File: src/rtl/mmio_uart_buffer_if.sv
// Bus bundle between the core's I/O data-memory port, the UART byte streams
// and mmio_uart_buffer.
interface mmio_uart_buffer_if;
  logic        io_sel;
  logic        io_load;
  logic [3:0]  wea;
  logic [4:0]  adr;
  logic [31:0] din;
  logic [31:0] dout;
  logic [7:0]  tx_data;
  logic        tx_valid;
  logic        tx_ready;
  logic [7:0]  rx_data;
  logic        rx_valid;
  logic        rx_ready;

  modport master (
    output io_sel, io_load, wea, adr, din, tx_ready, rx_data, rx_valid,
    input  dout, tx_data, tx_valid, rx_ready
  );

  modport slave (
    input  io_sel, io_load, wea, adr, din, tx_ready, rx_data, rx_valid,
    output dout, tx_data, tx_valid, rx_ready
  );
endinterface

File: src/rtl/mmio_uart_buffer.sv
// Memory-mapped UART buffer: TX/RX byte FIFOs, status word and cycle counter,
// with load data returned one cycle after the address, like data memory.
module mmio_uart_buffer #(
  parameter int DEPTH = 8,
  parameter int CW    = $clog2(DEPTH) + 1
) (
  input logic              clk,
  input logic              rst,
  mmio_uart_buffer_if.slave bus
);
  localparam int PW = $clog2(DEPTH);

  logic [7:0]    tx_mem [DEPTH];
  logic [7:0]    rx_mem [DEPTH];
  logic [PW-1:0] tx_wr, tx_rd, rx_wr, rx_rd;
  logic [CW-1:0] tx_cnt, rx_cnt;
  logic          ovf;
  logic [31:0]   cyc;
  logic [31:0]   rd_data_p1;
  logic [31:0]   status;

  logic store, load, ctrl_wr;
  logic tx_full, tx_empty, rx_full, rx_empty;
  logic tx_push_req, tx_push, tx_pop, rx_push, rx_pop;
  logic unused_bits;

  // A load that carries any write enable is a store only.
  assign store    = bus.io_sel && (|bus.wea);
  assign load     = bus.io_sel && bus.io_load && !store;
  assign ctrl_wr  = store && (bus.adr == 5'd5);

  assign tx_full  = (tx_cnt == CW'(DEPTH));
  assign tx_empty = (tx_cnt == '0);
  assign rx_full  = (rx_cnt == CW'(DEPTH));
  assign rx_empty = (rx_cnt == '0);

  assign tx_push_req = store && (bus.adr == 5'd2);
  assign tx_push     = tx_push_req && !tx_full;
  assign tx_pop      = !tx_empty && bus.tx_ready;
  assign rx_push     = bus.rx_valid && !rx_full;
  assign rx_pop      = load && (bus.adr == 5'd1) && !rx_empty;

  assign bus.tx_valid = !tx_empty;
  assign bus.tx_data  = tx_mem[tx_rd];
  assign bus.rx_ready = !rx_full;
  assign bus.dout     = rd_data_p1;

  assign unused_bits = ^bus.din[31:8];

  always_comb begin
    status           = '0;
    status[0]        = !tx_full;
    status[1]        = !rx_empty;
    status[2]        = ovf;
    status[8 +: CW]  = tx_cnt;
    status[16 +: CW] = rx_cnt;
  end

  // FIFO storage carries no reset; only pointers and counts define contents.
  always_ff @(posedge clk) begin
    if (tx_push) tx_mem[tx_wr] <= bus.din[7:0];
    if (rx_push) rx_mem[rx_wr] <= bus.rx_data;
  end

  always_ff @(posedge clk or negedge rst) begin
    if (!rst) begin
      tx_wr  <= '0;
      tx_rd  <= '0;
      tx_cnt <= '0;
      rx_wr  <= '0;
      rx_rd  <= '0;
      rx_cnt <= '0;
      ovf    <= 1'b0;
      cyc    <= '0;
    end else begin
      if (tx_push) tx_wr <= tx_wr + PW'(1);
      if (tx_pop)  tx_rd <= tx_rd + PW'(1);
      tx_cnt <= tx_cnt + CW'(tx_push) - CW'(tx_pop);

      if (rx_push) rx_wr <= rx_wr + PW'(1);
      if (rx_pop)  rx_rd <= rx_rd + PW'(1);
      rx_cnt <= rx_cnt + CW'(rx_push) - CW'(rx_pop);

      if (ctrl_wr)                    ovf <= 1'b0;
      else if (tx_push_req && tx_full) ovf <= 1'b1;

      // Clear wins over the free-running increment.
      cyc <= ctrl_wr ? 32'd0 : cyc + 32'd1;
    end
  end

  // Load stage: address sampled here, data valid after this edge.
  always_ff @(posedge clk or negedge rst) begin
    if (!rst) begin
      rd_data_p1 <= '0;
    end else if (load) begin
      case (bus.adr)
        5'd0:    rd_data_p1 <= status;
        5'd1:    rd_data_p1 <= rx_empty ? 32'd0 : {24'd0, rx_mem[rx_rd]};
        5'd4:    rd_data_p1 <= cyc;
        default: rd_data_p1 <= 32'd0;
      endcase
    end
  end
endmodule

File: src/flat_wrapper.sv
// flat-port wrapper written by rule: the top's interface ports become plain ports
module mmio_uart_buffer_flat 
#(
  parameter int DEPTH = 8,
  parameter int CW    = $clog2(DEPTH) + 1
)
  (clk, rst, bus_io_sel, bus_io_load, bus_wea, bus_adr, bus_din, bus_tx_ready, bus_rx_data, bus_rx_valid, bus_dout, bus_tx_data, bus_tx_valid, bus_rx_ready);
  mmio_uart_buffer_if bus_i ();
  input logic clk;
  input logic rst;
  input wire logic [$bits(bus_i.io_sel)-1:0] bus_io_sel;
  input wire logic [$bits(bus_i.io_load)-1:0] bus_io_load;
  input wire logic [$bits(bus_i.wea)-1:0] bus_wea;
  input wire logic [$bits(bus_i.adr)-1:0] bus_adr;
  input wire logic [$bits(bus_i.din)-1:0] bus_din;
  input wire logic [$bits(bus_i.tx_ready)-1:0] bus_tx_ready;
  input wire logic [$bits(bus_i.rx_data)-1:0] bus_rx_data;
  input wire logic [$bits(bus_i.rx_valid)-1:0] bus_rx_valid;
  output wire logic [$bits(bus_i.dout)-1:0] bus_dout;
  output wire logic [$bits(bus_i.tx_data)-1:0] bus_tx_data;
  output wire logic [$bits(bus_i.tx_valid)-1:0] bus_tx_valid;
  output wire logic [$bits(bus_i.rx_ready)-1:0] bus_rx_ready;
  assign bus_i.io_sel = bus_io_sel;
  assign bus_i.io_load = bus_io_load;
  assign bus_i.wea = bus_wea;
  assign bus_i.adr = bus_adr;
  assign bus_i.din = bus_din;
  assign bus_i.tx_ready = bus_tx_ready;
  assign bus_i.rx_data = bus_rx_data;
  assign bus_i.rx_valid = bus_rx_valid;
  assign bus_dout = bus_i.dout;
  assign bus_tx_data = bus_i.tx_data;
  assign bus_tx_valid = bus_i.tx_valid;
  assign bus_rx_ready = bus_i.rx_ready;
  mmio_uart_buffer #(.DEPTH(DEPTH), .CW(CW)) u_core (.clk(clk), .rst(rst), .bus(bus_i));
endmodule
File: config.mk
export PLATFORM = sky130hd
export DESIGN_NAME = mmio_uart_buffer_flat
export DESIGN_NICKNAME = d
export VERILOG_FILES = /design/src/rtl/mmio_uart_buffer_if.sv /design/src/rtl/mmio_uart_buffer.sv /design/src/flat_wrapper.sv
export SDC_FILE = /design/constraint.sdc
export NUM_CORES = 1
export LEC_CHECK = 0
export CAP_MARGIN = 20
export CORE_ASPECT_RATIO = 0.7
export CORE_UTILIZATION = 47
export CTS_BUF_LIST = sky130_fd_sc_hd__clkbuf_4
export CTS_CLUSTER_DIAMETER = 150
export DETAILED_ROUTE_END_ITERATION = 16
export MAX_ROUTING_LAYER = met4
export PLACE_DENSITY = 0.81
export SLEW_MARGIN = 5
export SYNTH_ARGS = -nofsm -noshare
export SYNTH_HDL_FRONTEND = slang
export SYNTH_SLANG_ARGS = --single-unit
File: constraint.sdc
create_clock -name clk -period 2.68 [get_ports clk]
set_input_delay 0.536 -clock clk [delete_from_list [all_inputs] [get_ports clk]]
set_output_delay 0.536 -clock clk [all_outputs]
set_load 0.03 [all_outputs]
; ---- Word-level counts from Yosys, hierarchy flattened
; Memory sizes are Yosys's and may differ from the RTL's.
; Index checks and enable logic that the tools add are counted.
[totals]
ram_bits = 128
memories = 2
word_cells = 56
ff_bits = 85
[mem_list]
columns = name, depth, width, read_ports, rd_ports_with_merged_regs, write_ports, line
row1 = u_core.rx_mem, 8, 8, 1, 0, 1, mmio_uart_buffer.sv:14  ; logic [7:0] rx_mem [DEPTH];
row2 = u_core.tx_mem, 8, 8, 1, 0, 1, mmio_uart_buffer.sv:13  ; logic [7:0] tx_mem [DEPTH];
[classes]
n_addsub = 9
mux = 9
eq_ne = 6
n_reduce_logical = 21
[ops]
columns = cell, count
row1 = $pmux 32 s3, 1
row2 = $add 32x1->32 const B, 1
row3 = $mux 32, 1
row4 = $add 3x1->3 const B, 4
row5 = $logic_and 1x1->1, 11
row6 = $eq 5x3->1 const B, 2
row7 = $add 4x1->4, 2
row8 = $eq 4x4->1 const B, 2
row9 = $logic_not 4->1, 2
row10 = $mux 8, 1
row11 = $sub 4x1->4, 2
row12 = $mux 1, 6
row13 = $eq 5x1->1 const B, 1
row14 = $eq 5x2->1 const B, 1
row15 = $logic_not 1->1, 5
row16 = $logic_not 5->1, 1
row17 = $reduce_or 4->1, 1
row18 = $reduce_bool 2->1, 1

; ---- Longest topological paths before layout
; Gate-level depths: netlist of the first run.
[depth]
depth_word = 7
ltp_mapped = 11
depth_no_buf = 11

; ---- Worst setup path before layout of the first run
; No wires, ideal clock.
[synth_path]
kind = input port to flip-flop
startpoint = input bus_adr[2]
endpoint = memory u_core.tx_mem[0][0], enable pin
n_path_buf = 1
t_arrival_ps = 2333
path_slack_ps = -36
path_stages = 5
setup_ps = 383
path_cell_list = or3_1 > clkbuf_1 > nor4b_2 > nand2b_1 > nor3_1
[synth_via]
elab_chain_cells = 5
[synth_rtl]
columns = element, line
row1 = from (decl), flat_wrapper.sv:14  ; input wire logic [$bits(bus_i.adr)-1:0] bus_adr;
row2 = $eq 5x2->1, mmio_uart_buffer.sv:37  ; assign tx_push_req = store && (bus.adr == 5'd2);
row3 = $logic_and 1x1->1, mmio_uart_buffer.sv:37
row4 = $logic_and 1x1->1, mmio_uart_buffer.sv:38  ; assign tx_push = tx_push_req && !tx_full;
row5 = via u_core.tx_push, mmio_uart_buffer.sv:24  ; logic tx_push_req, tx_push, tx_pop, rx_push, rx_pop;
row6 = $mux 1, mmio_uart_buffer.sv:61  ; if (tx_push) tx_mem[tx_wr] <= bus.din[7:0];
row7 = $mux 1 (implied by the code), mmio_uart_buffer.sv:61
row8 = to (decl), mmio_uart_buffer.sv:13
; The timed path passes the listed nets, and every way through them passes these cells.

; ---- Worst setup path in the final report of the first run
[layout_path]
startpoint = register u_core.tx_rd[0]
endpoint = output bus_tx_data[4]
[layout_via]
elab_chain_cells = 1
[layout_rtl]
columns = element, line
row1 = from (decl), mmio_uart_buffer.sv:15  ; logic [PW-1:0] tx_wr, tx_rd, rx_wr, rx_rd;
row2 = from (signal assigned), mmio_uart_buffer.sv:77  ; if (tx_pop) tx_rd <= tx_rd + PW'(1);
row3 = $mem_v2 8x8, -
row4 = to (decl), flat_wrapper.sv:20  ; output wire logic [$bits(bus_i.tx_data)-1:0] bus_tx_data;
; No other way between the ends.

==> results of run 1 <==
==> layer usage <==
| metal | GRT usage (%) | vias to the layer above | share of wire (%) |
|---|---|---|---|
| met4 | 5.56 | 0 | 0.96 |
| met5 | - | - | 0 |
| met1 | 30.1 | 2843 | 45 |
| li1 | - | 2601 | - |
| met2 | 30.8 | 242 | 46 |
| met3 | 4.57 | 22 | 7.9 |
==> sequential cells by signal (all words and copies together) (netlist names) <==
register	flops
u_core.rx_mem	64
u_core.tx_mem	64
u_core.bus.dout	32
u_core.cyc	32
u_core.rx_cnt	4
u_core.tx_cnt	4
u_core.rx_rd	3
u_core.rx_wr	3
u_core.tx_rd	3
u_core.tx_wr	3
u_core.ovf	1
==> path summary, 6_finish.rpt <==
| path | slack [ps] | from | cells after the start | endpoint |
|---|---|---|---|---|
| min | 440 | rst | 2 | u_core.bus.dout[5]$_DFFE_PN0P_ |
| min in group clk | 500 | u_core.bus.dout[11]$_DFFE_PN0P_ | 2 | u_core.bus.dout[11]$_DFFE_PN0P_ |
| max | 30 | u_core.tx_rd[0]$_DFFE_PN0P_ | 4 | bus_tx_data[4] |
| min reg2reg | 500 | u_core.bus.dout[11]$_DFFE_PN0P_ | 2 | u_core.bus.dout[11]$_DFFE_PN0P_ |
| max in group asynchronous | 1560 | rst | 3 | u_core.bus.dout[16]$_DFFE_PN0P_ |
| max reg2reg | 150 | u_core.rx_cnt[2]$_DFF_PN0_ | 10 | u_core.rx_cnt[2]$_DFF_PN0_ |
==> timing repair <==
item | in CTS | in global routing
setup endpoints to repair | 9 | 9
cloned | 0 | 0
gates resized for setup | 59 | 7
setup buffers | 1 | 0
hold buffers | 1 | 0
endpoints found under the hold margin | 44 | 0
==> report_power, final <==
part | total, mW | internal [mW] | switching (mW)
sequential | 4.43 | 3.94 | 0.489
clock | 2.56 | 1.32 | 1.25
combinational | 2.30 | 1.15 | 1.15
==> cell usage after synthesis (6+ instances only) <==
| master | count | share of area [%] |
|---|---|---|
| edfxtp_1 | 128 | 43 |
| dfrtp_1 | 85 | 24 |
| nor2_1 | 33 | 1.4 |
| mux4_2 | 32 | 8.0 |
| nand2_1 | 24 | 1.0 |
| clkbuf_1 | 20 | 0.83 |
| a21oi_1 | 19 | 1.1 |
| nand3_1 | 19 | 1.1 |
| ha_1 | 17 | 2.4 |
| inv_1 | 17 | 0.71 |
| a22o_1 | 16 | 1.6 |
| nor3_1 | 15 | 0.83 |
| o21ai_0 | 13 | 0.72 |
| mux2_2 | 12 | 1.5 |
| xnor2_1 | 12 | 1.2 |
| xor2_1 | 12 | 1.2 |
| o31ai_1 | 11 | 0.92 |
| or4_1 | 11 | 0.92 |
| a22oi_1 | 8 | 0.67 |
| mux2i_1 | 8 | 0.89 |
| and3_1 | 7 | 0.49 |
| nand2b_1 | 7 | 0.49 |
| nor4_1 | 7 | 0.49 |
| or3_1 | 7 | 0.49 |
| a221o_1 | 6 | 0.67 |
| nand4_1 | 6 | 0.42 |
==> cells by family after synthesis <==
group	count (synthesis)	synth area share, %
flip-flops	213	66.4
adder cells (fa/ha/maj)	19	2.81
buffers and inverters	45	2.06
multiplexers	52	10.4
XOR/XNOR	24	2.34
AND/OR/NAND/NOR	155	9.42
AO/OA/AOI/OAI	84	6.58
==> cell usage in the layout (no fill, tap or decap), types with 7 or more instances in the layout <==
| cell type | Yosys | final |
|---|---|---|
| edfxtp_1 | 128 | 128 |
| dfrtp_1 | 85 | 84 |
| clkbuf_4 | 0 | 77 |
| clkdlybuf4s50_1 | 0 | 61 |
| buf_4 | 1 | 35 |
| nor2_1 | 33 | 33 |
| mux4_2 | 32 | 32 |
| nand2_1 | 24 | 24 |
| nand3_1 | 19 | 19 |
| a21oi_1 | 19 | 19 |
| inv_1 | 17 | 17 |
| ha_1 | 17 | 17 |
| a22o_1 | 16 | 16 |
| o21ai_0 | 13 | 13 |
| nor3_1 | 15 | 13 |
| xor2_1 | 12 | 12 |
| xnor2_1 | 12 | 12 |
| o31ai_1 | 11 | 11 |
| or4_1 | 11 | 11 |
| clkinv_1 | 0 | 10 |
| mux2_2 | 12 | 8 |
| a22oi_1 | 8 | 8 |
| mux2i_1 | 8 | 8 |
| buf_6 | 1 | 8 |
| nor4_1 | 7 | 7 |
| or3_1 | 7 | 7 |
| nand2b_1 | 7 | 7 |
| and3_1 | 7 | 7 |
==> cell type report <==
cell class | instances | area share, %
clock inverter | 14 | 0.596
timing repair buffer | 111 | 9.87
antenna | 1 | 0.0229
multi-input combinational | 334 | 26.2
clock buffer | 77 | 5.30
sequential | 213 | 54.7
inverter | 17 | 0.585
tap | 236 | 2.70
==> stage by stage <==
stage,setup TNS (ps),setup slack [ps],hold slack (ps)
final,0,34.2,439
after global routing,-448,-75.6,455
after CTS,-57.2,-17.5,415
after detailed placement,-361,-117,488
after global placement,-219,-89.7,476
after floorplan,0,169,240
==> results.py, run 1 <==
metrics = {
    "routing": {
        "viasPerCell": 5.69,
        "ant_nets": 0,
        "vias": 5708,
        "routedWlPerCell_um": 19.2,
        "routed_wl_um": 19300,
        "drtPass1Iterations": 5,
        "first_iter_violations": 480,
        "drcViolationCount": 0,
    },
    "setup_path": {
        "worst_path_max_delay_cell": "mux4_2",
        "path_delay_family": "multiplexers",
        "crit_chain": "buf_12 -> mux4_2 -> mux2_2 -> buf_6",
        "worst_ep_arrival_time_ps": 2110,
        "cp_slowest_stage_delay_ps": 510,
        "crit_fanout": 10,
        "cp-start-kind": "flop",
        "path_class": "reg2out",
        "worst-path-buf-inv": 2,
        "endpoint_kind": "output port",
        "required_ps": 2140,
    },
    "sta": {
        "grt_setup_unrepaired": "yes",
        "finalHoldViolCount": 0,
        "setup_viol": 0,
        "relSlewSlack_pct": 48.2,
        "fin_crit_ps": 2650,
        "skew_ps": 55.1,
        "timing.fmax_mhz": 378,
        "worstMarginPinSlew_ps": 777,
        "post-route-period-util_pct": 98.7,
        "maxSlewViolCount": 0,
    },
    "synthesis": {
        "yosysSeqAreaShare_pct": 66.4,
        "post_synth.cell_area_avg_um2": 15.2,
        "ys_async_sr_fraction_pct": 39.9,
        "synth-edff-count": 128,
        "ys_types": 52,
        "synth-seq-cells": 213,
        "ys_warn_count": 0,
        "netlist_instances": 592,
        "synth_ff_type": "edfxtp_1",
        "syn_nets": 666,
        "synth_area_mm2": 0.00899,
    },
    "cells_and_area": {
        "drive_above_1_share_pct": 24.0,
        "area_growth_pct": 21.4,
        "final_util_pct": 59.4,
        "seq_area_mm2": 0.00597,
        "final_cell_count_no_fill": 1003,
        "final_area_mm2": 0.0109,
        "nets": 801,
        "multi_input_area_mm2": 0.00286,
        "fillers": 1348,
    },
    "global_routing": {
        "grt_pass1_vias": 5933,
        "grt_max_degree": 46,
        "track_usage_pct": 21.1,
        "gr-total-overflow": 0,
        "grt_pass1_wl_um": 31400,
        "antenna_found_initial": 1,
    },
    "placement": {
        "dp_cells": 909,
        "gp_congestion": 0.820,
        "dp_hpwl_um": 13000,
        "portBuffers": 72,
        "place_area_mm2": 0.0102,
    },
    "clock_network": {
        "numCtsBuffers": 50,
        "cts.sinks": 213,
        "cts_tree": "done",
        "worstSkewPairLatency_ps": 640,
        "h-tree-depth": 2,
        "clockBufferDepth": 3,
        "cts-root-buf": "clkbuf_4",
        "cts.clk_slew.worst_paths_ps": 70,
    },
    "min_path": {
        "worstHoldPathType": "in2async",
    },
    "die": {
        "io_pins": 97,
        "initial_core_util_pct": 49.0,
        "fp.coreArea_mm2": 0.0184,
        "dieArea_mm2": 0.0197,
        "rows": 41,
        "die_y_um": 118,
        "die_x_um": 167,
    },
    "status": {
        "status": "completed",
    },
    "pwr": {
        "p_per_area_mw_per_mm2": 851,
        "power_mw": 9.29,
        "p_leak_nw": 4.09,
        "max-vdd-ir-drop_uv": 460,
    },
    "flow_run": {
        "cap_violations": 0,
    },
}
(Power assumes the default switching activity.)
==> run 2: changes to the inputs <==
--- a/config.mk
+++ b/config.mk
@@ -6,7 +6,7 @@
 export NUM_CORES = 1
 export LEC_CHECK = 0
 export CAP_MARGIN = 20
-export CORE_ASPECT_RATIO = 0.7
+export CORE_ASPECT_RATIO = 1.2
 export CORE_UTILIZATION = 47
 export CTS_BUF_LIST = sky130_fd_sc_hd__clkbuf_4
 export CTS_CLUSTER_DIAMETER = 150
==> results.py, run 2 (same netlist as run 1, synthesis figures left out) <==
metrics = {
    "status": {
        "status": "finished, violations left",
        "failed_checks": "setup timing",
    },
    "min_path": {
        "worstHoldPathType": "in2async",
    },
    "global_routing": {
        "grt_max_degree": 46,
        "antenna_found_initial": 1,
        "met3_usage_pct": 4.98,
        "gr-total-overflow": 0,
        "grt-busiest-layer": "met2",
        "grt_use_met2_pct": 33.9,
        "grt_util_met1_pct": 26.0,
        "grt_pass1_vias": 6051,
        "grt_pass1_wl_um": 31000,
        "track_usage_pct": 21.1,
    },
    "clock_network": {
        "cts.clk_slew.worst_paths_ps": 70,
        "worstSkewPairLatency_ps": 670,
        "numCtsBuffers": 52,
        "h-tree-depth": 2,
        "clockBufferDepth": 3,
        "cts_tree": "done",
        "cts-root-buf": "clkbuf_4",
        "cts.sinks": 213,
    },
    "sta": {
        "setup_viol": 7,
        "finalSetupTns_ps": -462,
        "fin_crit_ps": 2780,
        "post-route-period-util_pct": 104,
        "worstMarginPinSlew_ps": 799,
        "hold_slack_ps": 423,
        "relSlewSlack_pct": 46.8,
        "grt_setup_unrepaired": "yes",
        "finalHoldViolCount": 0,
        "maxSlewViolCount": 0,
        "skew_ps": 57.2,
        "setup_ws_ps": -97.0,
        "timing.fmax_mhz": 360,
    },
    "cells_and_area": {
        "fillers": 1414,
        "area_growth_pct": 22.2,
        "layout_common_cells": "edfxtp_1, dfrtp_1, clkbuf_4",
        "nets": 809,
        "top_regs": "u_core.rx_mem x64, u_core.tx_mem x64",
        "final_common_cell": "edfxtp_1",
        "final_cell_count_no_fill": 1031,
        "drive_above_1_share_pct": 24.5,
    },
    "setup_path": {
        "worstReg2RegStart": "u_core.rx_cnt[2]$_DFF_PN0_",
        "r2r_end": "u_core.rx_cnt[2]$_DFF_PN0_",
        "endpoint_kind": "output port",
        "path_class": "reg2out",
        "ff2ff_setup_slack_ps": 200,
        "worst_ep_arrival_time_ps": 2240,
        "reg2reg_depth": 10,
        "required_ps": 2140,
        "crit_fanout": 5,
        "cp-start-kind": "flop",
    },
    "routing": {
        "ant_nets": 0,
        "viasPerCell": 5.61,
        "routed_wl_um": 19000,
        "vias": 5787,
        "first_iter_violations": 408,
        "drtPass1Iterations": 5,
        "drcViolationCount": 0,
        "routedWlPerCell_um": 18.5,
    },
    "flow_run": {
        "cap_violations": 0,
    },
    "placement": {
        "gp_congestion": 0.907,
        "dp_cells": 932,
        "portBuffers": 72,
        "dp_hpwl_um": 12600,
    },
    "pwr": {
        "max-vdd-ir-drop_uv": 456,
        "power_mw": 9.35,
        "p_leak_nw": 4.13,
        "p_per_area_mw_per_mm2": 850,
    },
    "die": {
        "io_pins": 97,
        "fp.coreArea_mm2": 0.0188,
        "die_x_um": 128,
        "dieArea_mm2": 0.0197,
        "die_y_um": 154,
        "rows": 55,
        "initial_core_util_pct": 47.9,
    },
}
## run 2: cell types whose count changed in the layout (fill, tap and decap cells not counted), sizes merged
cell / previous run / this run
buf: 47 / 54
clkbuf: 77 / 79
clkdlybuf4s15: 1 / 0
clkinv: 14 / 12
dlygate4sd2: 0 / 1
dlymetal6s2s: 1 / 0
inv: 17 / 19
## run 2: power by group
part / leakage (nW) / internal, mW / switching [mW]
clock: 0.393 / 1.34 / 1.25
combinational: 1.49 / 1.17 / 1.16
sequential: 2.24 / 3.94 / 0.475
## run 2: final cells by class
cell class / count / area [um2] / area share, %
Antenna cell: 1 / 2.50 / 0.0228
Clock buffer: 79 / 593 / 5.40
Clock inverter: 14 / 58.8 / 0.535
Inverter: 17 / 63.8 / 0.581
Multi-Input combinational cell: 334 / 2860 / 26.0
Sequential cell: 213 / 5970 / 54.3
Tap cell: 256 / 320 / 2.91
Timing Repair Buffer: 117 / 1130 / 10.3
## run 2: what timing repair did
action | 4_1_cts | 5_1_grt
setup buffers | 3 | 0
gates resized for setup | 67 | 1
hold endpoints to repair | 40 | 0
setup endpoints to repair | 10 | 8
hold buffers | 1 | 0
cloned | 2 | 0
## run 2: worst max path at each step
stage,depth (start not counted),start,endpoint,slack (ps)
global placement,10,bus_adr[1],u_core.rx_cnt[2]$_DFF_PN0_,-190
finish,5,u_core.tx_rd[0]$_DFFE_PN0P_,bus_tx_data[6],-100
detailed placement,11,bus_adr[1],u_core.rx_cnt[3]$_DFF_PN0_,-230
global route,5,u_core.tx_rd[0]$_DFFE_PN0P_,bus_tx_data[0],-160
floorplan,4,u_core.tx_rd[0]$_DFFE_PN0P_,bus_tx_data[0],170
CTS,5,u_core.tx_rd[0]$_DFFE_PN0P_,bus_tx_data[6],-110
## run 2: critical path, stage by stage, from the launching register on
cell and delay, ps:
dfrtp_1 380, buf_6 140, buf_12 120, mux4_2 520
mux2_2 290, buf_6 140
## run 2: metal layers
layer  up-vias  share of wire, %
li1       2616                 -
met1      2893                41
met2       237                50
met3        41               6.9
met4         0               2.4
met5         -                 0
## run 2: through the flow
stage / setup slack, ps / cell area, um2 / utilization [%]
after floorplan: 169 / 9000 / -
after global placement: -186 / 10300 / 54.6
after detailed placement: -226 / 10300 / 54.6
after CTS: -108 / 11000 / 58.6
after global routing: -162 / 11000 / 58.5
final: -97.0 / 11000 / 58.5
